[config.mk]
export PLATFORM = sky130hd
export DESIGN_NAME = seg7_to_twos_encoder
export DESIGN_NICKNAME = d
export VERILOG_FILES = /design/src/rtl/seg7_pkg.sv /design/src/rtl/seg7_pattern_lookup.sv /design/src/rtl/seg7_to_twos_encoder.sv
export SDC_FILE = /design/constraint.sdc
export NUM_CORES = 1
export LEC_CHECK = 0
export BUFFER_PORTS_ARGS = -buffer_cell sky130_fd_sc_hd__buf_2
export CAP_MARGIN = 20
export CORE_AREA = 5 5 73 75
export CTS_CLUSTER_DIAMETER = 120
export DETAILED_ROUTE_END_ITERATION = 7
export DIE_AREA = 0 0 78 80
export GPL_ROUTABILITY_DRIVEN = 0
export GPL_TIMING_DRIVEN = 0
export PLACE_DENSITY = 0.79
export SYNTH_ARGS = -nofsm -noshare
export SYNTH_HDL_FRONTEND = slang
export SYNTH_SLANG_ARGS = --single-unit
export TNS_END_PERCENT = 1
[constraint.sdc]
create_clock -name CLOCK_50 -period 5.65 [get_ports CLOCK_50]
set_clock_uncertainty 0.15 [all_clocks]
set_input_delay 0.565 -clock CLOCK_50 [delete_from_list [all_inputs] [get_ports CLOCK_50]]
set_output_delay 0.565 -clock CLOCK_50 [all_outputs]
set_load 0.05 [all_outputs]
[src/rtl/seg7_pkg.sv]
// Shared constants, state type and digit decoder for the 7-seg to
// two's-complement snooping encoder. Patterns are active-low, bit6=g .. bit0=a.
package seg7_pkg;

  localparam logic [6:0] SEG_0     = 7'b1000000;
  localparam logic [6:0] SEG_1     = 7'b1111001;
  localparam logic [6:0] SEG_2     = 7'b0100100;
  localparam logic [6:0] SEG_3     = 7'b0110000;
  localparam logic [6:0] SEG_4     = 7'b0011001;
  localparam logic [6:0] SEG_5     = 7'b0010010;
  localparam logic [6:0] SEG_6     = 7'b0000010;
  localparam logic [6:0] SEG_7     = 7'b1111000;
  localparam logic [6:0] SEG_8     = 7'b0000000;
  localparam logic [6:0] SEG_MINUS = 7'b0111111;
  localparam logic [6:0] SEG_BLANK = 7'b1111111;

  typedef enum logic {TRACK, EMIT} enc_state_t;

  typedef struct packed {
    logic       ok;
    logic [3:0] digit;
  } digit_dec_t;

  // Map a digit pattern to its magnitude 0..8; ok=0 for anything else.
  function automatic digit_dec_t seg_to_digit(input logic [6:0] seg);
    digit_dec_t d;
    d = '{ok: 1'b1, digit: 4'd0};
    case (seg)
      SEG_0:   d.digit = 4'd0;
      SEG_1:   d.digit = 4'd1;
      SEG_2:   d.digit = 4'd2;
      SEG_3:   d.digit = 4'd3;
      SEG_4:   d.digit = 4'd4;
      SEG_5:   d.digit = 4'd5;
      SEG_6:   d.digit = 4'd6;
      SEG_7:   d.digit = 4'd7;
      SEG_8:   d.digit = 4'd8;
      default: d = '{ok: 1'b0, digit: 4'd0};
    endcase
    return d;
  endfunction

endpackage

[src/rtl/seg7_pattern_lookup.sv]
// Combinational decode of a {sign, digit} pattern pair into a 4-bit
// two's-complement value plus an illegal flag. Value is 0 when illegal.
module seg7_pattern_lookup
  import seg7_pkg::*;
(
  input  logic [6:0] i_sign,
  input  logic [6:0] i_digit,
  output logic [3:0] o_value,
  output logic       o_illegal
);

  digit_dec_t w_dec;

  assign w_dec = seg_to_digit(i_digit);

  // Blank sign accepts 0..7; minus accepts 1..8 and yields 16-d.
  always_comb begin
    // NOTE: every output gets a default first so no path leaves it unassigned (no latch).
    o_value   = 4'd0;
    o_illegal = 1'b1;
    if (i_sign == SEG_BLANK && w_dec.ok && w_dec.digit <= 4'd7) begin
      o_value   = w_dec.digit;
      o_illegal = 1'b0;
    end else if (i_sign == SEG_MINUS && w_dec.ok && w_dec.digit != 4'd0) begin
      o_value   = 4'(5'd16 - {1'b0, w_dec.digit});
      o_illegal = 1'b0;
    end
  end

endmodule

[src/rtl/seg7_to_twos_encoder.sv]
// Snoops an active-low sign/digit 7-seg pair, waits for it to be stable,
// and emits each newly stable pair once as a two's-complement value over
// a valid/ready handshake. Illegal pairs are flagged and counted.
module seg7_to_twos_encoder
  import seg7_pkg::*;
#(
  parameter int STABLE_CYCLES = 4
) (
  input  logic       CLOCK_50,
  input  logic       reset,
  input  logic [6:0] HEX0_IN,
  input  logic [6:0] HEX1_IN,
  input  logic       out_ready,
  output logic       out_valid,
  output logic [3:0] out_value,
  output logic       out_err,
  output logic [7:0] err_count
);

  localparam int              CNT_W   = $clog2(STABLE_CYCLES + 1);
  localparam logic [CNT_W-1:0] CNT_MAX = CNT_W'(STABLE_CYCLES);

  logic [13:0]      w_pair;
  logic [13:0]      r_seg_q;
  logic [CNT_W-1:0] r_cnt;
  logic [13:0]      r_last_pair;
  logic             r_have_last;
  enc_state_t       r_state;
  enc_state_t       w_state_next;
  logic             w_capture;
  logic [3:0]       w_lut_value;
  logic             w_lut_illegal;
  logic             r_out_valid;
  logic [3:0]       r_out_value;
  logic             r_out_err;
  logic [7:0]       r_err_count;

  assign w_pair = {HEX1_IN, HEX0_IN};

  seg7_pattern_lookup u_lookup (
    .i_sign    (r_seg_q[13:7]),
    .i_digit   (r_seg_q[6:0]),
    .o_value   (w_lut_value),
    .o_illegal (w_lut_illegal)
  );

  // Sample the pair every edge and count consecutive identical samples.
  always_ff @(posedge CLOCK_50) begin
    // NOTE: sequential state uses non-blocking assignments so all registers update together.
    if (reset) begin
      r_seg_q <= {SEG_BLANK, SEG_BLANK};
      r_cnt   <= '0;
    end else begin
      r_seg_q <= w_pair;
      if (w_pair == r_seg_q) begin
        if (r_cnt != CNT_MAX) r_cnt <= r_cnt + 1'b1;
      end else begin
        r_cnt <= '0;
      end
    end
  end

  // FSM state register.
  always_ff @(posedge CLOCK_50) begin
    if (reset) r_state <= TRACK;
    else       r_state <= w_state_next;
  end

  // Next state: capture a new stable pair in TRACK, wait for ready in EMIT.
  always_comb begin
    w_state_next = r_state;
    w_capture    = 1'b0;
    case (r_state)
      TRACK: begin
        if (r_cnt == CNT_MAX && (!r_have_last || r_seg_q != r_last_pair)) begin
          w_capture    = 1'b1;
          w_state_next = EMIT;
        end
      end
      EMIT: begin
        if (out_ready) w_state_next = TRACK;
      end
      default: w_state_next = TRACK;
    endcase
  end

  // Latch the captured result, remember the pair, and count illegal captures.
  always_ff @(posedge CLOCK_50) begin
    if (reset) begin
      r_out_valid <= 1'b0;
      r_out_value <= 4'd0;
      r_out_err   <= 1'b0;
      r_err_count <= 8'd0;
      r_last_pair <= {SEG_BLANK, SEG_BLANK};
      r_have_last <= 1'b0;
    end else begin
      r_out_valid <= (w_state_next == EMIT);
      if (w_capture) begin
        r_out_value <= w_lut_value;
        r_out_err   <= w_lut_illegal;
        r_last_pair <= r_seg_q;
        r_have_last <= 1'b1;
        if (w_lut_illegal && r_err_count != 8'hFF) r_err_count <= r_err_count + 8'd1;
      end
    end
  end

  assign out_valid = r_out_valid;
  assign out_value = r_out_value;
  assign out_err   = r_out_err;
  assign err_count = r_err_count;

endmodule

# Word level (Yosys, flattened, before mapping)
# Index checks and enable logic that the tools add are counted.
# Widths: inputs -> output; s select.
# word_totals
ff_bits,46
output_inout_bits,14
input_bits,17
word_cells,52
# classes
add_sub_neg,3
reduce_logical,13
mux,10
n_eq_ne,15
bitwise_logic,2
n_lt_le_gt_ge,1
# ops
operator,n
$pmux 4 s8,1
$eq 7x7->1 const B,4
$eq 7x6->1 const B,3
$eq 14x14->1,1
$eq 7x5->1 const B,2
$ne 14x14->1,1
$reduce_or 9->1,1
$add 8x1->8 const B,1
$mux 4,2
$ne 8x8->1 const B,1
$eq 7x2->1 const B,1
$logic_not 7->1,1
$logic_and 1x1->1,6
$mux 1,6
$le 4x3->1 const B,1
$reduce_bool 4->1,1
$sub 1x4->4 const A,1
$add 3x1->3 const B,1
$eq 3x3->1 const B,1
$ne 3x3->1 const B,1
$not 1->1,2
$pmux 1 s2,1
$reduce_and 2->1,1
$reduce_or 2->1,1
2 further kinds,2

# Longest topological paths before layout
# Gate-level depths: netlist (run 1).
# depth
ltp_word,9
depth_mapped,11
depth_no_buf,9

# By module
# Synthesis (run 1) repeated with hierarchy kept, for this count alone.
# hier_totals
hier_cells,275
hier_area_um2,2536.2
# by_module_without_submodules
mod,n_inst,area_each_um2,cells_each,seq_area_each_um2
seg7_to_twos_encoder,1,2137.0,227,920.9
seg7_pattern_lookup,1,399.1,48,0.0

# Least setup slack after synthesis (run 1)
# OpenSTA, ideal clock, no wires.
# synth_timing
path_kind,flip-flop to flip-flop
from,register r_seg_q[2]
to,"register r_out_value[0], in the netlist out_value[0]"
path_slack_ns,2.856
path_stages_with_launch,12
period_less_slack_ns,2.794
arrival_time_ns,2.574
setup_time_ns,0.070
cell_sequence,dfxtp_1 -> buf_4 -> or4b_4 -> a21boi_2 -> a21oi_1 -> ha_1 -> a21boi_0 -> nor4b_2 -> a211oi_4 -> buf_6 -> or3b_1 -> a21oi_1
# synth_via
elab_chain_cells,7
# synth_rtl
item,line_no,text
from (decl),seg7_to_twos_encoder.sv:24,logic [13:0] r_seg_q;
from (signal assigned),seg7_to_twos_encoder.sv:51,"r_seg_q <= {SEG_BLANK, SEG_BLANK};"
from (signal assigned),seg7_to_twos_encoder.sv:54,r_seg_q <= w_pair;
"parallel branches: the longest is 7 deep, another holds $sub 1x4->4",-,
to (signal assigned),seg7_to_twos_encoder.sv:99,r_out_value <= w_lut_value;
to (decl),seg7_to_twos_encoder.sv:34,logic [3:0] r_out_value;
# Parallel ways; which one is timed is not known.
# A chain may end at the register's enable or synchronous reset.

# Final worst setup path (run 1)
# Same ends and word-level chain as after synthesis.

==> impl_metrics.json, run 1 <==
{
  "grt_start_max_net_pins": 15,
  "status": "finished, final reports clean",
  "synth_top_area_share_pct": 38.1,
  "cts_tree": "built",
  "die_area_mm2": 0.00624,
  "leakage_nw": 1.07,
  "synth_adder_area_share_pct": 2.07,
  "first_global_vias": 1980,
  "synth_cells": 265,
  "yosys.area_share.simple_pct": 27.4,
  "fill_cells": 400,
  "vias": 2045,
  "crit_required_ns": 5.73,
  "period_needed_ns": 3.09,
  "route.detailed.drc": 0,
  "ios": 31,
  "synth-seq-cells": 46,
  "syn_to_final_growth_pct": 12.6,
  "synth_top_family_by_area": "simple AND/OR/NAND/NOR gates",
  "rows": 25,
  "critical-path-max-stage-delay_ns": 0.47,
  "maxCapViolations": 0,
  "criticalPathCategory": "reg2reg",
  "overflow": 0,
  "n_antenna_cell": 0,
  "die_y_um": 80,
  "firstDrtPassIters": 4,
  "synth_cell_types": 44,
  "grt_pass1_wl_mm": 8.92,
  "postRouteAntennaNets": 0,
  "critPathLaunchType": "flop",
  "drtIter0Drc": 79,
  "track_usage_pct": 17.8,
  "hpwl_mm": 3.94,
  "cp_common_cell": "a21oi_1",
  "slew_headroom_pct": 62.2,
  "fin_cells": 357,
  "synth-compound-area-share_pct": 13.4,
  "synthMuxAreaShare_pct": 2.74,
  "numCtsBuffers": 5,
  "path_max_fanout": 10,
  "power_mw": 0.590,
  "nNetsFinal": 323,
  "worstSkewPairLatency_ns": 0.30,
  "fin_setup_tns_ns": 0,
  "synth-xor-area-share_pct": 11.2,
  "vias_per_cell": 5.73,
  "power_density_mw_per_mm2": 217,
  "wl_per_cell_um": 14.8,
  "drive_above_1_share_pct": 24.8,
  "clock-root-buffer": "clkbuf_8",
  "cp-end-kind": "flop",
  "seq_area_um2": 921,
  "cts_hold_buffers": 0,
  "synth-seq-area-share_pct": 38.1,
  "hold_class": "reg2reg",
  "wl_mm": 5.27,
  "fin_util_pct": 59.2,
  "critPathArrivalTime_ns": 3.17,
  "multi_input_area_mm2": 0.00137,
  "synth.area.top_cells": "dfxtp_1 38%, xnor2_1 6.2%, a211o_1 5.1%",
  "die_w_um": 78,
  "timing.fmax_mhz": 324,
  "drv_slew": 0,
  "finalCritPeriodShare_pct": 54.7,
  "yosysWarnings": 0,
  "initial_utilization_pct": 52.6,
  "grt_setup_unrepaired": "false",
  "cts.sinks": 46,
  "critPathBufInv": 2,
  "cp_top_family": "simple AND/OR/NAND/NOR gates",
  "crit_chain": "buf_4 -> nand2b_1 -> nor4b_1 -> a21oi_1 -> ha_1 -> a21boi_0 -> nor4b_2 -> a211oi_4 -> buf_6 -> or3b_1 -> a21oi_1",
  "clkTransAtPathRegs_ns": 0.08,
  "io_buffers": 30,
  "syn_area_mm2": 0.00242,
  "slowest_stage": "nor4b_1",
  "cts-resized-gates": 0,
  "syn_area_per_cell_um2": 9.13,
  "cts.path.max_buffers": 2,
  "htreeDepth": 2,
  "syn-num-nets": 286,
  "peakVddDrop_mv": 0.121,
  "placed_cells": 349,
  "core_region_area_mm2": 0.00460,
  "post-cts-setup-buffer-count": 0,
  "hold_ws_ns": 0.302,
  "final_hold_viol_count": 0,
  "tightest_slew_ns": 0.562,
  "setup_viol": 0,
  "antenna_found_initial": 0,
  "yosys.area.top_type": "dfxtp_1"
}
-- path summary, 6_finish.rpt --
check / cells after the start / start / to / slack (ns)
max: 11 / r_seg_q[2]$_SDFF_PP1_ / out_value[0]$_SDFFE_PP0P_ / 2.56
min: 2 / out_value[0]$_SDFFE_PP0P_ / out_value[0]$_SDFFE_PP0P_ / 0.30
max reg2reg: 11 / r_seg_q[2]$_SDFF_PP1_ / out_value[0]$_SDFFE_PP0P_ / 2.56
min reg2reg: 2 / out_value[0]$_SDFFE_PP0P_ / out_value[0]$_SDFFE_PP0P_ / 0.30
-- through the flow --
stage	setup WS [ns]	area, um^2
after floorplan	2.86	2420
after global placement	2.65	2640
after detailed placement	2.58	2640
after CTS	2.55	2720
after global routing	2.31	2720
final	2.56	2720
-- registers in the layout (all words and copies together) (netlist names) --
| register | count |
|---|---|
| r_cnt | 3 |
| r_seg_q | 14 |
| r_last_pair | 14 |
| r_have_last | 1 |
| out_value | 4 |
| err_count | 8 |
| out_valid | 1 |
| out_err | 1 |
-- cell usage after synthesis --
cell,n
a211o_1,14
a211oi_1,2
a211oi_2,1
a211oi_4,1
a21boi_0,2
a21boi_2,1
a21oi_1,13
a311oi_1,1
and2_1,1
and3_1,16
buf_2,6
buf_4,3
buf_6,2
clkbuf_1,8
dfxtp_1,46
ha_1,4
inv_1,5
mux2_2,5
mux2i_1,1
nand2_1,13
nand2b_1,4
nand3_1,7
nand3b_1,1
nand4_1,6
nand4b_1,2
nor2_1,13
nor2b_1,6
nor3_1,8
nor4_1,7
nor4_2,1
nor4b_1,1
nor4b_2,1
o21ai_0,1
o31a_1,1
o31ai_1,3
o32ai_1,2
or2_2,16
or3_1,2
or3b_1,2
or4_1,3
or4b_4,1
or4bb_1,1
xnor2_1,17
xor2_1,14
-- cell families (layout without fill, tap and decap cells) --
family / Yosys count / count (layout)
AOI/OAI and AO/OA: 42 / 42
xor gates and xnor gates: 31 / 31
adders and majority gates: 4 / 4
buffers and inverters: 24 / 62
DFF: 46 / 46
muxes: 6 / 6
and+or+nand+nor: 112 / 112
-- power breakdown --
part / switching (mW) / internal, mW / leakage (nW)
registers: 0.00482 / 0.329 / 0.375
clock network: 0.114 / 0.0874 / 0.0452
logic: 0.0301 / 0.0247 / 0.654
-- layout make-up --
| class | count | share of cell area (%) |
|---|---|---|
| multi-input combinational | 195 | 50.5 |
| sequential | 46 | 33.8 |
| timing repair buffer | 30 | 5.51 |
| buffer | 19 | 3.86 |
| clock buffer | 6 | 2.67 |
| tap | 54 | 2.48 |
| inverter | 5 | 0.689 |
| clock inverter | 2 | 0.506 |
-- placed cells by master, fill, tap and decap left out, types with 2 or more instances in the layout --
cell type | Yosys | layout
nor2_1 | 13 | 13
and3_1 | 16 | 16
xor2_1 | 14 | 14
clkbuf_1 | 8 | 9
nand4b_1 | 2 | 2
a211o_1 | 14 | 14
nor2b_1 | 6 | 6
nand4_1 | 6 | 6
clkbuf_8 | 0 | 5
nand3_1 | 7 | 7
o31ai_1 | 3 | 3
a21oi_1 | 13 | 13
dfxtp_1 | 46 | 46
inv_1 | 5 | 5
or3_1 | 2 | 2
nor3_1 | 8 | 8
nand2b_1 | 4 | 4
or2_2 | 16 | 16
a211oi_1 | 2 | 2
xnor2_1 | 17 | 17
or4_1 | 3 | 3
buf_6 | 2 | 2
mux2_2 | 5 | 5
nand2_1 | 13 | 13
or3b_1 | 2 | 2
buf_2 | 6 | 36
nor4_1 | 7 | 7
buf_4 | 3 | 3
ha_1 | 4 | 4
o32ai_1 | 2 | 2
a21boi_0 | 2 | 2
-- tightest hold or removal path: cells and delay by family, from the launching register on --
family | cells | cell delay, ns
flip-flops | 1 | 0.31
AND/OR/NAND/NOR | 1 | 0.05
AO/OA/AOI/OAI | 1 | 0.05
-- per-layer routing --
layer  global-route usage, %  up-vias  part of all wire, %
li1                        -     1020                    -
met1                    22.3      974                   47
met2                    29.8       44                   47
met3                    3.84        7                  3.5
met4                    6.42        0                  1.7
met5                       0        -                    0
Note: power is estimated with default switching activity, not from simulation.
==> run 2, diff against run 1 <==
--- a/config.mk
+++ b/config.mk
@@ -5,12 +5,13 @@
 export SDC_FILE = /design/constraint.sdc
 export NUM_CORES = 1
 export LEC_CHECK = 0
+export ABC_AREA = 1
 export BUFFER_PORTS_ARGS = -buffer_cell sky130_fd_sc_hd__buf_2
 export CAP_MARGIN = 20
-export CORE_AREA = 5 5 73 75
+export CORE_AREA = 5 5 76 78
 export CTS_CLUSTER_DIAMETER = 120
 export DETAILED_ROUTE_END_ITERATION = 7
-export DIE_AREA = 0 0 78 80
+export DIE_AREA = 0 0 81 83
 export GPL_ROUTABILITY_DRIVEN = 0
 export GPL_TIMING_DRIVEN = 0
 export PLACE_DENSITY = 0.79
==> constraint.sdc (replaced) <==
create_clock -name CLOCK_50 -period 2.6 [get_ports CLOCK_50]
set_clock_uncertainty 0.15 [all_clocks]
set_input_delay 0.26 -clock CLOCK_50 [delete_from_list [all_inputs] [get_ports CLOCK_50]]
set_output_delay 0.26 -clock CLOCK_50 [all_outputs]
set_load 0.05 [all_outputs]
==> impl_metrics.json, run 2 <==
{
  "cts.sinks": 46,
  "hold_class": "in2reg",
  "synth.most_common_cell": "nand2_1",
  "syn-num-nets": 381,
  "criticalPathCategory": "reg2reg",
  "setup_viol": 0,
  "initial_utilization_pct": 50.7,
  "synthArstFlopShare_pct": 0,
  "ios": 31,
  "drtIter0Drc": 146,
  "final_common_cell": "nand2_1",
  "drv_slew": 0,
  "yosysWarnings": 0,
  "synth_cell_types": 34,
  "slew_headroom_pct": 61.9,
  "nNetsFinal": 418,
  "maxCapViolations": 0,
  "finalCritPeriodShare_pct": 90.3,
  "wl_per_cell_um": 12.2,
  "postRouteAntennaNets": 0,
  "peakVddDrop_mv": 0.350,
  "synthTopCellsByCount": "103 x nand2_1, 46 x dfxtp_1, 32 x inv_1, 32 x nor2_1, 16 x a21oi_1",
  "crit_required_ns": 2.68,
  "cts_tree": "built",
  "wl_mm": 5.70,
  "fin_setup_tns_ns": 0,
  "die_w_um": 81,
  "drive_above_1_share_pct": 22.4,
  "critPathLaunchType": "flop",
  "syn_to_final_growth_pct": 13.1,
  "power_mw": 1.26,
  "vias": 2394,
  "synth_top_area_share_pct": 36.3,
  "grt_setup_unrepaired": "false",
  "synth_cells": 360,
  "critPathArrivalTime_ns": 2.43,
  "timing.fmax_mhz": 426,
  "leakage_nw": 1.43,
  "syn_area_mm2": 0.00254,
  "firstDrtPassIters": 4,
  "hpwl_mm": 4.39,
  "n_antenna_cell": 0,
  "synth_ff_type": "dfxtp_1",
  "status": "finished, final reports clean",
  "worstSkewPairLatency_ns": 0.30,
  "clock-root-buffer": "clkbuf_8",
  "synth-seq-cells": 46,
  "htreeDepth": 2,
  "yosys.area.top_type": "dfxtp_1",
  "synth-seq-area-share_pct": 36.3,
  "tightest_slew_ns": 0.556,
  "antenna_found_initial": 0,
  "grt_pass1_wl_mm": 9.84,
  "path_max_fanout": 8,
  "synth.area.top_cells": "dfxtp_1 36%, nand2_1 15%, inv_1 4.7%",
  "core_region_area_mm2": 0.00501,
  "track_usage_pct": 17.9,
  "die_area_mm2": 0.00672,
  "vias_per_cell": 5.13,
  "power_density_mw_per_mm2": 438,
  "period_needed_ns": 2.35,
  "fin_util_pct": 57.3,
  "layout_common_cells": "103 x nand2_1, 43 x dfxtp_1, 34 x buf_2, 32 x inv_1, 32 x nor2_1",
  "numCtsBuffers": 5,
  "grt_start_max_net_pins": 14,
  "cts.path.max_buffers": 2,
  "final_hold_viol_count": 0,
  "first_global_vias": 2250,
  "syn_area_per_cell_um2": 7.06,
  "clkTransAtPathRegs_ns": 0.08,
  "synth_edf_count": 0,
  "cp-end-kind": "flop",
  "rows": 26,
  "io_buffers": 30,
  "overflow": 0,
  "die_y_um": 83,
  "route.detailed.drc": 0
}
## run 2: where the power goes
| group | leakage, nW | total [mW] | internal (mW) | switching, mW |
|---|---|---|---|---|
| Sequential | 0.374 | 0.732 | 0.716 | 0.0163 |
| Combinational | 1.02 | 0.111 | 0.0408 | 0.0701 |
| Clock | 0.0373 | 0.413 | 0.185 | 0.229 |
## run 2: cell families (layout without fill, tap and decap cells)
kind of cell,Yosys count,after routing,synth area share [%]
xor gates and xnor gates,15,15,5.17
DFF,46,46,36.3
adders and majority gates,4,4,1.97
AOI/OAI and AO/OA,50,50,12.5
and+or+nand+nor,196,196,36.6
buffers and inverters,49,86,7.59
## run 2: path summary, 6_finish.rpt
check                                          startpoint                         to  slack (ns)  cells after the start
worst max register to register      r_seg_q[2]$_SDFF_PP1_  err_count[1]$_SDFFE_PP0P_        0.25                     15
worst max-delay path                r_seg_q[2]$_SDFF_PP1_  err_count[1]$_SDFFE_PP0P_        0.25                     15
worst min-delay path                           HEX1_IN[4]     r_seg_q[11]$_SDFF_PP1_        0.01                      3
worst min register to register  out_value[2]$_SDFFE_PP0P_  out_value[2]$_SDFFE_PP0P_        0.32                      2
## run 2: area by class of cell
type / instances / area (um^2)
Timing Repair Buffer: 30 / 150
Sequential cell: 46 / 925
Multi-Input combinational cell: 265 / 1440
Buffer: 9 / 42.5
Clock inverter: 1 / 7.51
Tap cell: 70 / 87.6
Clock buffer: 6 / 72.6
Inverter: 40 / 150
Fill cell: 513 / 2140
## run 2: worst max-delay path, stage by stage, from the launching register on
cell	delay (ns)
dfxtp_1	0.47
nor2_1	0.11
nand2_2	0.12
nor2_2	0.07
inv_1	0.06
nand2_2	0.06
nor3_2	0.18
ha_1	0.20
inv_1	0.05
nor2_1	0.12
nand3_2	0.12
nand2_2	0.10
nor2_4	0.06
nor2_8	0.15
nand4_1	0.11
a21oi_1	0.14
## run 2: through the flow
step	setup WS (ns)	instance area, um^2	hold WS, ns	cells
floorplan	0.457	2540	0.206	360
global placement	0.195	2780	0.301	460
detailed placement	0.155	2780	0.303	460
CTS	0.135	2860	0.00851	467
global route	0.00352	2870	0.0106	467
finish	0.252	2870	0.0127	467
## run 2: what timing repair did
item | 4_1_cts | 5_1_grt
endpoints found under the setup margin | 0 | 9
gates resized for setup | 0 | 5
buffers inserted | 0 | 0
hold endpoints to repair | 0 | 0
hold buffers | 0 | 0
## run 2: layer usage
| layer | track usage [%] | vias up | part of all wire (%) |
|---|---|---|---|
| met3 | 3.79 | 11 | 3.4 |
| met2 | 28.9 | 42 | 47 |
| met1 | 24.0 | 1103 | 48 |
| li1 | - | 1238 | - |
| met4 | 4.45 | 0 | 1.6 |
| met5 | 0 | - | 0 |
==> run 3, diff against run 2 <==
--- a/config.mk
+++ b/config.mk
@@ -5,16 +5,16 @@
 export SDC_FILE = /design/constraint.sdc
 export NUM_CORES = 1
 export LEC_CHECK = 0
-export ABC_AREA = 1
+export ABC_CLOCK_PERIOD_IN_PS = 2600
 export BUFFER_PORTS_ARGS = -buffer_cell sky130_fd_sc_hd__buf_2
 export CAP_MARGIN = 20
-export CORE_AREA = 5 5 76 78
+export CORE_AREA = 5 5 75 77
 export CTS_CLUSTER_DIAMETER = 120
 export DETAILED_ROUTE_END_ITERATION = 7
-export DIE_AREA = 0 0 81 83
+export DIE_AREA = 0 0 80 82
 export GPL_ROUTABILITY_DRIVEN = 0
 export GPL_TIMING_DRIVEN = 0
-export PLACE_DENSITY = 0.79
+export PLACE_DENSITY = 0.78
 export SYNTH_ARGS = -nofsm -noshare
 export SYNTH_HDL_FRONTEND = slang
 export SYNTH_SLANG_ARGS = --single-unit
==> impl_metrics.json, run 3 (synthesis results as in run 1) <==
{
  "maxCapViolations": 0,
  "htreeDepth": 2,
  "reg2reg_depth": 12,
  "cts.path.max_buffers": 2,
  "critPathLaunchType": "flop",
  "worstSkewPairLatency_ns": 0.30,
  "grt_pass1_wl_mm": 9.20,
  "placed_cells": 365,
  "firstDrtPassIters": 4,
  "cp-end-kind": "flop",
  "cts_tree": "built",
  "rows": 26,
  "peakVddDrop_mv": 0.251,
  "numCtsBuffers": 5,
  "fin_cells": 395,
  "overflow": 0,
  "layout_common_cells": "43 x dfxtp_1, 35 x buf_2, 21 x buf_4",
  "setup_slack_ns": -0.289,
  "grt_setup_unrepaired": "true",
  "syn_to_final_growth_pct": 25.2,
  "worstHoldEndpoint": "r_seg_q[3]$_SDFF_PP1_",
  "reg2reg_slack_ns": -0.29,
  "io_buffers": 30,
  "hold_class": "in2reg",
  "die_y_um": 82,
  "cts.sinks": 46,
  "vias_per_cell": 5.37,
  "route.detailed.drc": 0,
  "initial_utilization_pct": 48.9,
  "period_needed_ns": 2.89,
  "die_area_mm2": 0.00656,
  "grt_start_max_net_pins": 15,
  "status": "complete, but fails checks",
  "wl_per_cell_um": 15.0,
  "tightest_slew_ns": 0.615,
  "wl_mm": 5.92,
  "nNetsFinal": 345,
  "timing.rr.start": "r_seg_q[1]$_SDFF_PP1_",
  "final_common_cell": "dfxtp_1",
  "leakage_nw": 1.24,
  "violations": "setup timing",
  "core_region_area_mm2": 0.00494,
  "path_max_fanout": 6,
  "first_global_vias": 1971,
  "power_mw": 1.35,
  "timing.fmax_mhz": 346,
  "finalCritPeriodShare_pct": 111,
  "r2r_end": "err_count[4]$_SDFFE_PP0P_",
  "slew_headroom_pct": 58.8,
  "seq_area_um2": 925,
  "fill_cells": 461,
  "criticalPathCategory": "reg2reg",
  "hpwl_mm": 4.05,
  "die_w_um": 80,
  "clkTransAtPathRegs_ns": 0.09,
  "vias": 2120,
  "drtIter0Drc": 115,
  "antenna_found_initial": 0,
  "cts_hold_buffers": 0,
  "crit_required_ns": 2.64,
  "hp-start": "HEX0_IN[3]",
  "setup_viol": 13,
  "power_density_mw_per_mm2": 445,
  "track_usage_pct": 17.8,
  "ios": 31,
  "drv_slew": 0,
  "multi_input_area_mm2": 0.00146,
  "final_hold_viol_count": 0,
  "drive_above_1_share_pct": 34.5,
  "postRouteAntennaNets": 0,
  "critPathArrivalTime_ns": 2.93,
  "clock-root-buffer": "clkbuf_8",
  "n_antenna_cell": 0,
  "min_path_cells": 2,
  "fin_util_pct": 61.2
}
[run 3: changes by cell type in the layout (fill, tap and decap cells not counted), sizes merged, moves of 10 or more]
cell	before	now
nor2	43	13
xnor2	7	17
buf	35	63
nand3	17	7
o211ai	12	0
a211o	0	14
o21ai	13	1
inv	40	6
and3	0	16
nand2	110	13
[run 3: timing repair]
action	CTS	global route
gates resized for setup	7	15
setup endpoints to repair	14	25
cloned	0	0
hold endpoints to repair	0	0
pin swaps	6	8
setup buffers	7	15
[run 3: how the worst max path moves through the flow]
stage	slack, ns	start	to	cells after the start
after floorplan	-0.12	r_seg_q[5]$_SDFF_PP1_	out_value[0]$_SDFFE_PP0P_	11
after global placement	-0.32	r_seg_q[5]$_SDFF_PP1_	out_value[0]$_SDFFE_PP0P_	11
after detailed placement	-0.34	r_seg_q[5]$_SDFF_PP1_	out_value[0]$_SDFFE_PP0P_	11
after CTS	-0.24	r_seg_q[5]$_SDFF_PP1_	out_value[0]$_SDFFE_PP0P_	11
after global routing	-0.37	r_seg_q[2]$_SDFF_PP1_	out_value[0]$_SDFFE_PP0P_	11
final	-0.29	r_seg_q[1]$_SDFF_PP1_	err_count[4]$_SDFFE_PP0P_	12
[run 3: final cells by class]
class                      instances  share of cell area, %
buffer                            19                   4.38
clock buffer                       7                   2.85
clock inverter                     1                  0.289
inverter                           5                  0.620
multi-input combinational        195                   48.2
sequential                        46                   30.5
tap                               70                   2.89
timing repair buffer              52                   10.2
[run 3: metal layers]
| metal | vias up | track usage [%] | share of wire (%) |
|---|---|---|---|
| li1 | 1059 | - | - |
| met1 | 1003 | 22.6 | 45 |
| met2 | 50 | 30.3 | 49 |
| met3 | 8 | 4.17 | 4.9 |
| met4 | 0 | 5.07 | 1.1 |
| met5 | - | 0 | 0 |
[run 3: stage by stage]
stage	hold slack (ns)	setup slack [ns]	area, um^2	setup TNS [ns]
after CTS	0.0137	-0.237	2860	-1.22
after global routing	0.0146	-0.372	3030	-2.86
final	0.0151	-0.289	3030	-1.63
after floorplan	0.217	-0.120	2450	-0.286
after detailed placement	0.297	-0.343	2690	-2.01
after global placement	0.290	-0.316	2690	-1.61
[run 3: report_power, final]
| part | total, mW | internal (mW) | switching [mW] |
|---|---|---|---|
| registers | 0.727 | 0.716 | 0.0114 |
| clock network | 0.466 | 0.220 | 0.246 |
| logic | 0.153 | 0.0745 | 0.0783 |
| total | 1.35 | 1.01 | 0.336 |
[run 3: critical path, cell delays in order, from the launching register on]
cell and delay (ns):
dfxtp_2 0.34, buf_6 0.12, buf_4 0.13, xnor2_2 0.14, o31ai_1 0.08, nand2b_1 0.15, ha_2 0.21, a21boi_4 0.17
nor4b_4 0.28, a211oi_4 0.09, buf_4 0.16, nor4_1 0.36, mux2_2 0.38
